File: src/rtl/axi4_w_buffer_drop_if.sv
// W-channel bundle around the write-data buffer: upstream W, downstream W,
// the per-burst decision port and the drop/fill status signals.
interface axi4_w_buffer_drop_if #(
  parameter int AXI_DATA_WIDTH = 32,
  parameter int AXI_USER_WIDTH = 2,
  parameter int DEPTH          = 4
);
  localparam int FW = $clog2(DEPTH) + 1;

  logic [AXI_DATA_WIDTH-1:0]   s_axi4_wdata;
  logic [AXI_DATA_WIDTH/8-1:0] s_axi4_wstrb;
  logic                        s_axi4_wlast;
  logic [AXI_USER_WIDTH-1:0]   s_axi4_wuser;
  logic                        s_axi4_wvalid;
  logic                        s_axi4_wready;

  logic [AXI_DATA_WIDTH-1:0]   m_axi4_wdata;
  logic [AXI_DATA_WIDTH/8-1:0] m_axi4_wstrb;
  logic                        m_axi4_wlast;
  logic [AXI_USER_WIDTH-1:0]   m_axi4_wuser;
  logic                        m_axi4_wvalid;
  logic                        m_axi4_wready;

  logic                        cmd_valid;
  logic                        cmd_drop;
  logic                        cmd_ready;
  logic                        drop_done;
  logic [FW-1:0]               fill_level;

  // slave: the buffer itself; master: whatever drives and observes it
  modport slave (
    input  s_axi4_wdata, s_axi4_wstrb, s_axi4_wlast, s_axi4_wuser, s_axi4_wvalid,
    output s_axi4_wready,
    output m_axi4_wdata, m_axi4_wstrb, m_axi4_wlast, m_axi4_wuser, m_axi4_wvalid,
    input  m_axi4_wready,
    input  cmd_valid, cmd_drop,
    output cmd_ready, drop_done, fill_level
  );

  modport master (
    output s_axi4_wdata, s_axi4_wstrb, s_axi4_wlast, s_axi4_wuser, s_axi4_wvalid,
    input  s_axi4_wready,
    input  m_axi4_wdata, m_axi4_wstrb, m_axi4_wlast, m_axi4_wuser, m_axi4_wvalid,
    output m_axi4_wready,
    output cmd_valid, cmd_drop,
    input  cmd_ready, drop_done, fill_level
  );
endinterface

File: src/rtl/axi4_w_buffer_drop.sv
// AXI4 W-path buffer: beats queue in a data FIFO, each queued decision either
// forwards or silently consumes exactly one wlast-terminated burst.
module axi4_w_buffer_drop #(
  parameter int AXI_DATA_WIDTH = 32,
  parameter int AXI_USER_WIDTH = 2,
  parameter int DEPTH          = 4,
  parameter int CMD_DEPTH      = 4
) (
  input logic                  axi4_aclk,
  input logic                  axi4_arst,
  axi4_w_buffer_drop_if.slave  bus
);
  localparam int PW  = $clog2(DEPTH) + 1;
  localparam int CPW = $clog2(CMD_DEPTH) + 1;
  localparam int SW  = AXI_DATA_WIDTH / 8;

  typedef struct packed {
    logic [AXI_USER_WIDTH-1:0] user;
    logic [SW-1:0]             strb;
    logic [AXI_DATA_WIDTH-1:0] data;
    logic                      last;
  } beat_t;

  typedef enum logic [1:0] {IDLE, FWD, DROP} state_t;

  state_t         state;
  beat_t          mem [DEPTH];
  beat_t          beat_in, head;
  logic [PW-1:0]  wr_ptr, rd_ptr;
  logic           full, empty, push, pop;

  logic           cmem [CMD_DEPTH];
  logic [CPW-1:0] cwr_ptr, crd_ptr;
  logic           cfull, cempty, cpush, cpop, cmd_head;

  // data FIFO: extra pointer MSB distinguishes full from empty
  assign full    = (wr_ptr[PW-1] != rd_ptr[PW-1]) && (wr_ptr[PW-2:0] == rd_ptr[PW-2:0]);
  assign empty   = (wr_ptr == rd_ptr);
  assign beat_in = {bus.s_axi4_wuser, bus.s_axi4_wstrb, bus.s_axi4_wdata, bus.s_axi4_wlast};
  assign head    = mem[rd_ptr[PW-2:0]];

  assign bus.s_axi4_wready = !axi4_arst && !full;
  assign push              = bus.s_axi4_wvalid && bus.s_axi4_wready;
  assign pop               = !empty && ((state == DROP) || ((state == FWD) && bus.m_axi4_wready));

  assign cfull    = (cwr_ptr[CPW-1] != crd_ptr[CPW-1]) && (cwr_ptr[CPW-2:0] == crd_ptr[CPW-2:0]);
  assign cempty   = (cwr_ptr == crd_ptr);
  assign cmd_head = cmem[crd_ptr[CPW-2:0]];

  assign bus.cmd_ready = !axi4_arst && !cfull;
  assign cpush         = bus.cmd_valid && bus.cmd_ready;
  assign cpop          = (state == IDLE) && !cempty;

  // output side reads straight from the FIFO head, so fields hold until popped
  assign bus.m_axi4_wvalid = (state == FWD) && !empty;
  assign bus.m_axi4_wdata  = head.data;
  assign bus.m_axi4_wstrb  = head.strb;
  assign bus.m_axi4_wlast  = head.last;
  assign bus.m_axi4_wuser  = head.user;
  assign bus.fill_level    = wr_ptr - rd_ptr;

  always_ff @(posedge axi4_aclk) begin
    if (push)  mem[wr_ptr[PW-2:0]]    <= beat_in;
    if (cpush) cmem[cwr_ptr[CPW-2:0]] <= bus.cmd_drop;
  end

  always_ff @(posedge axi4_aclk or posedge axi4_arst) begin
    if (axi4_arst) begin
      wr_ptr  <= '0;
      rd_ptr  <= '0;
      cwr_ptr <= '0;
      crd_ptr <= '0;
    end else begin
      if (push)  wr_ptr  <= wr_ptr + 1'b1;
      if (pop)   rd_ptr  <= rd_ptr + 1'b1;
      if (cpush) cwr_ptr <= cwr_ptr + 1'b1;
      if (cpop)  crd_ptr <= crd_ptr + 1'b1;
    end
  end

  always_ff @(posedge axi4_aclk or posedge axi4_arst) begin
    if (axi4_arst) begin
      state         <= IDLE;
      bus.drop_done <= 1'b0;
    end else begin
      bus.drop_done <= 1'b0;
      case (state)
        IDLE: if (!cempty) state <= cmd_head ? DROP : FWD;
        FWD:  if (pop && head.last) state <= IDLE;
        DROP: if (pop && head.last) begin
          state         <= IDLE;
          bus.drop_done <= 1'b1;
        end
        default: state <= IDLE;
      endcase
    end
  end
endmodule

File: src/flat_wrapper.sv
// flat-port wrapper written by rule: the top's interface ports become plain ports
module axi4_w_buffer_drop_flat 
#(
  parameter int AXI_DATA_WIDTH = 32,
  parameter int AXI_USER_WIDTH = 2,
  parameter int DEPTH          = 4,
  parameter int CMD_DEPTH      = 4
)
  (axi4_aclk, axi4_arst, bus_s_axi4_wdata, bus_s_axi4_wstrb, bus_s_axi4_wlast, bus_s_axi4_wuser, bus_s_axi4_wvalid, bus_s_axi4_wready, bus_m_axi4_wdata, bus_m_axi4_wstrb, bus_m_axi4_wlast, bus_m_axi4_wuser, bus_m_axi4_wvalid, bus_m_axi4_wready, bus_cmd_valid, bus_cmd_drop, bus_cmd_ready, bus_drop_done, bus_fill_level);
  axi4_w_buffer_drop_if #(.AXI_DATA_WIDTH(AXI_DATA_WIDTH), .AXI_USER_WIDTH(AXI_USER_WIDTH), .DEPTH(DEPTH)) bus_i ();
  input logic axi4_aclk;
  input logic axi4_arst;
  input wire logic [$bits(bus_i.s_axi4_wdata)-1:0] bus_s_axi4_wdata;
  input wire logic [$bits(bus_i.s_axi4_wstrb)-1:0] bus_s_axi4_wstrb;
  input wire logic [$bits(bus_i.s_axi4_wlast)-1:0] bus_s_axi4_wlast;
  input wire logic [$bits(bus_i.s_axi4_wuser)-1:0] bus_s_axi4_wuser;
  input wire logic [$bits(bus_i.s_axi4_wvalid)-1:0] bus_s_axi4_wvalid;
  output wire logic [$bits(bus_i.s_axi4_wready)-1:0] bus_s_axi4_wready;
  output wire logic [$bits(bus_i.m_axi4_wdata)-1:0] bus_m_axi4_wdata;
  output wire logic [$bits(bus_i.m_axi4_wstrb)-1:0] bus_m_axi4_wstrb;
  output wire logic [$bits(bus_i.m_axi4_wlast)-1:0] bus_m_axi4_wlast;
  output wire logic [$bits(bus_i.m_axi4_wuser)-1:0] bus_m_axi4_wuser;
  output wire logic [$bits(bus_i.m_axi4_wvalid)-1:0] bus_m_axi4_wvalid;
  input wire logic [$bits(bus_i.m_axi4_wready)-1:0] bus_m_axi4_wready;
  input wire logic [$bits(bus_i.cmd_valid)-1:0] bus_cmd_valid;
  input wire logic [$bits(bus_i.cmd_drop)-1:0] bus_cmd_drop;
  output wire logic [$bits(bus_i.cmd_ready)-1:0] bus_cmd_ready;
  output wire logic [$bits(bus_i.drop_done)-1:0] bus_drop_done;
  output wire logic [$bits(bus_i.fill_level)-1:0] bus_fill_level;
  assign bus_i.s_axi4_wdata = bus_s_axi4_wdata;
  assign bus_i.s_axi4_wstrb = bus_s_axi4_wstrb;
  assign bus_i.s_axi4_wlast = bus_s_axi4_wlast;
  assign bus_i.s_axi4_wuser = bus_s_axi4_wuser;
  assign bus_i.s_axi4_wvalid = bus_s_axi4_wvalid;
  assign bus_s_axi4_wready = bus_i.s_axi4_wready;
  assign bus_m_axi4_wdata = bus_i.m_axi4_wdata;
  assign bus_m_axi4_wstrb = bus_i.m_axi4_wstrb;
  assign bus_m_axi4_wlast = bus_i.m_axi4_wlast;
  assign bus_m_axi4_wuser = bus_i.m_axi4_wuser;
  assign bus_m_axi4_wvalid = bus_i.m_axi4_wvalid;
  assign bus_i.m_axi4_wready = bus_m_axi4_wready;
  assign bus_i.cmd_valid = bus_cmd_valid;
  assign bus_i.cmd_drop = bus_cmd_drop;
  assign bus_cmd_ready = bus_i.cmd_ready;
  assign bus_drop_done = bus_i.drop_done;
  assign bus_fill_level = bus_i.fill_level;
  axi4_w_buffer_drop #(.AXI_DATA_WIDTH(AXI_DATA_WIDTH), .AXI_USER_WIDTH(AXI_USER_WIDTH), .DEPTH(DEPTH), .CMD_DEPTH(CMD_DEPTH)) u_core (.axi4_aclk(axi4_aclk), .axi4_arst(axi4_arst), .bus(bus_i));
endmodule
File: config.mk
export PLATFORM = sky130hd
export DESIGN_NAME = axi4_w_buffer_drop_flat
export DESIGN_NICKNAME = d
export VERILOG_FILES = /design/src/rtl/axi4_w_buffer_drop_if.sv /design/src/rtl/axi4_w_buffer_drop.sv /design/src/flat_wrapper.sv
export SDC_FILE = /design/constraint.sdc
export NUM_CORES = 1
export LEC_CHECK = 0
export ABC_AREA = 0
export BUFFER_PORTS_ARGS = -buffer_cell sky130_fd_sc_hd__buf_2
export CAP_MARGIN = 20
export CORE_AREA = 2 2 119 121
export DETAILED_ROUTE_END_ITERATION = 6
export DIE_AREA = 0 0 121 123
export HOLD_SLACK_MARGIN = 0.06
export PLACE_DENSITY = 0.74
export SYNTH_ARGS = -nofsm -noshare
export SYNTH_HDL_FRONTEND = slang
export SYNTH_SLANG_ARGS = --single-unit
File: constraint.sdc
create_clock -name axi4_aclk -period 3 [get_ports axi4_aclk]
set_clock_uncertainty 0.1 [all_clocks]
set_input_delay 0.15 -clock axi4_aclk [delete_from_list [all_inputs] [get_ports axi4_aclk]]
set_output_delay 0.15 -clock axi4_aclk [all_outputs]
set_load 0.01 [all_outputs]
==> flow_metrics.env <==
export IMPL_hold_path_class="primary input to asynchronous set/reset pin"
export IMPL_synth_xor_area_share_pct=2.17
export IMPL_synth_compound_area_share_pct=2.14
export IMPL_synthDistinctLibCells=34
export IMPL_dr_pass1_iters=4
export IMPL_drtIter0Drc=251
export IMPL_dieHeight_um=123
export IMPL_clk_pin_slew_worst_paths_ns=0.07
export IMPL_max_slew_worst_pin_slew_ns=0.611
export IMPL_vias=3356
export IMPL_syn_avg_cell_area_um2=22.3
export IMPL_num_rows=43
export IMPL_postCtsSetupRepairBufs=0
export IMPL_ir_worst_vdd_mv=0.605
export IMPL_remaining_drc_errors=0
export IMPL_fmax_mhz=382
export IMPL_port_buffers=90
export IMPL_grt_pass1_wl_um=18400
export IMPL_die_w_um=121
export IMPL_fin_crit_ns=2.62
export IMPL_end_kind="primary output"
export IMPL_slew_violations=0
export IMPL_wl_per_cell_um=18.1
export IMPL_cts_tree="built"
export IMPL_synthMuxAreaShare_pct=13.5
export IMPL_fin_nets=518
export IMPL_hold_violations=0
export IMPL_finalWirelength_um=11700
export IMPL_startpoint_type="register"
export IMPL_io_pins=91
export IMPL_synth_top_family_by_area="multiplexers"
export IMPL_ys_flop_type="edfxtp_1"
export IMPL_required_ns=2.75
export IMPL_rsz0062_at_grt="no"
export IMPL_yosys_warnings=0
export IMPL_period_share_pct=87.3
export IMPL_clock_latency_ns=0.42
export IMPL_gp_congestion=0.739
export IMPL_antenna_found_initial=0
export IMPL_yosysSeqAreaShare_pct=76.3
export IMPL_async_flop_share_pct=8.57
export IMPL_grt_pass1_vias=3479
export IMPL_synth_seq_cells=175
export IMPL_clk_path_buf_depth=2
export IMPL_setup_viol=0
export IMPL_cts_root_buf="clkbuf_16"
export IMPL_layout_drive_gt1_share_pct=38.3
export IMPL_critPathKind="register to primary output"
export IMPL_core_region_area_mm2=0.0136
export IMPL_syn_num_nets=366
export IMPL_cts_htree_levels=4
export IMPL_status="complete, no violations"
export IMPL_maxCapViolCount=0
export IMPL_initial_core_util_pct=49.9
export IMPL_p_leak_nw=3.09
export IMPL_synthToLayoutAreaGrowth_pct=25.9
export IMPL_slew_headroom_pct=59.2
export IMPL_cts_sinks=175
export IMPL_setup_tns_ns=0
export IMPL_post_place_ws_ns=0.754
export IMPL_grtUsageTotal_pct=17.0
export IMPL_path_max_fanout=25
export IMPL_grt_ovfl_total=0
export IMPL_ant_nets=0
export IMPL_synthesis_area_mm2=0.00679
export IMPL_post_route_util_pct=62.8
export IMPL_vias_per_cell=5.16
export IMPL_dp_hpwl_um=6990
export IMPL_dieArea_mm2=0.0149
export IMPL_grt_max_degree=42
export IMPL_pwr_density_cell_mw_per_mm2=915
export IMPL_hold_slack_ns=0.233
export IMPL_worstRegToRegCells=6
export IMPL_synth_edf_count=160
export IMPL_synthAdderAreaFrac_pct=3.06
export IMPL_synth_simple_area_share_pct=1.49
export IMPL_antenna_cells=0
export IMPL_fin_ws_ns=0.381
export IMPL_numCtsBuffers=17
export IMPL_syn_inst=305
export IMPL_arrival_ns=2.37
==> state kept, by name, summed over array words and instances (netlist names) <==
name,flops
u_core.rd_ptr,3
u_core.wr_ptr,3
u_core.bus.drop_done,1
u_core.mem,156
u_core.cwr_ptr,3
u_core.cmem,4
u_core.state,2
u_core.crd_ptr,3
==> kinds of logic (layout without fill, tap and decap cells) <==
logic type | after synthesis | after routing
DFF | 175 | 175
adders and majority gates | 16 | 16
buffers and inverters | 21 | 186
and+or+nand+nor | 19 | 19
muxes | 41 | 41
AOI/OAI and AO/OA | 17 | 17
xor gates and xnor gates | 16 | 16
==> report_power, final <==
group	internal [mW]	switching [mW]	total [mW]
sequential	3.04	0.164	3.21
combinational	1.19	1.32	2.50
clock	1.17	0.939	2.11
==> through the flow <==
stage / total power, mW / cells / instance area, um^2
after floorplan: 4.94 / 305 / 6800
after global placement: 5.72 / 575 / 7540
after detailed placement: 5.77 / 575 / 7540
after CTS: 7.94 / 650 / 8550
after global routing: 8.26 / 650 / 8550
final: 7.82 / 650 / 8550
==> cells in the mapped netlist, types with 2 or more instances <==
cell type	count	area share, %
buf_2	5	0.37
inv_1	13	0.72
o21ai_0	2	0.15
xnor2_1	8	1.0
o21ai_1	2	0.15
and2_1	8	0.74
mux4_2	39	13
dfrtp_1	15	5.5
clkbuf_1	2	0.11
a211o_1	2	0.26
nand3_1	3	0.22
edfxtp_1	160	71
ha_1	15	2.8
nand2_1	5	0.28
xor2_1	7	0.90
==> per-layer routing <==
layer  global-route usage (%)  routed length [um]  part of all wire (%)  vias up
li1                         -                   -                     -     1543
met1                     22.0                5180                    44     1720
met2                     27.6                5920                    50       80
met5                        0                   0                     0        -
met4                     5.89                 146                   1.2        0
met3                     5.17                 501                   4.3       13
==> area by class of cell <==
cell class | instances | area [um^2]
flip-flops and latches | 175 | 5180
fillers | 961 | 5060
multi-input cells | 109 | 1520
repair buffers | 141 | 991
clock buffers | 17 | 425
well taps | 180 | 225
clock inverters | 15 | 153
inverters | 13 | 48.8
==> critical path, cell delays in order (launching register included) <==
cell and delay [ns]:
dfrtp_2 0.36, buf_4 0.44, buf_4 0.43, mux4_2 0.56, buf_2 0.16
==> final timing paths <==
kind	slack (ns)	from	end
max	0.38	u_core.rd_ptr[0]$_DFFE_PP0N_	bus_m_axi4_wdata[15]
min	0.23	axi4_arst	u_core.state[0]$_DFFE_PP0P_
max reg2reg	0.88	u_core.wr_ptr[0]$_DFFE_PP0N_	u_core.mem[3][18]$_DFFE_PP_
min reg2reg	0.39	u_core.crd_ptr[2]$_DFFE_PP0P_	u_core.crd_ptr[2]$_DFFE_PP0P_
max in group asynchronous	2.37	axi4_arst	u_core.rd_ptr[0]$_DFFE_PP0N_
min in group axi4_aclk	0.26	bus_m_axi4_wready	u_core.state[1]$_DFFE_PP0P_
==> cell usage in the layout, fill, tap and decap left out, drive strengths merged <==
| cell | Yosys | layout |
|---|---|---|
| mux2 | 1 | 1 |
| nor2 | 1 | 1 |
| o211a | 2 | 2 |
| o21ai | 4 | 4 |
| and2 | 9 | 9 |
| o211ai | 1 | 1 |
| clkbuf | 2 | 17 |
| bufinv | 0 | 1 |
| a21boi | 2 | 2 |
| a31oi | 1 | 1 |
| xnor2 | 8 | 8 |
| ha | 15 | 15 |
| inv | 13 | 20 |
| dfrtp | 15 | 15 |
| a311oi | 1 | 1 |
| buf | 6 | 98 |
| dlygate4sd3 | 0 | 43 |
| clkinv | 0 | 5 |
| clkinvlp | 0 | 2 |
| a22oi | 1 | 1 |
| a21o | 1 | 1 |
| nand3 | 3 | 3 |
| nor3 | 1 | 1 |
| a211o | 2 | 2 |
| a21oi | 1 | 1 |
| edfxtp | 160 | 160 |
| xor2 | 8 | 8 |
| fa | 1 | 1 |
| mux4 | 40 | 40 |
| nand2 | 5 | 5 |
| o31ai | 1 | 1 |
==> repair_timing <==
action | CTS | global route
resized for setup | 0 | 0
hold endpoints to repair | 179 | 0
hold buffers | 43 | 0
Note: power is estimated with default switching activity, not from simulation.
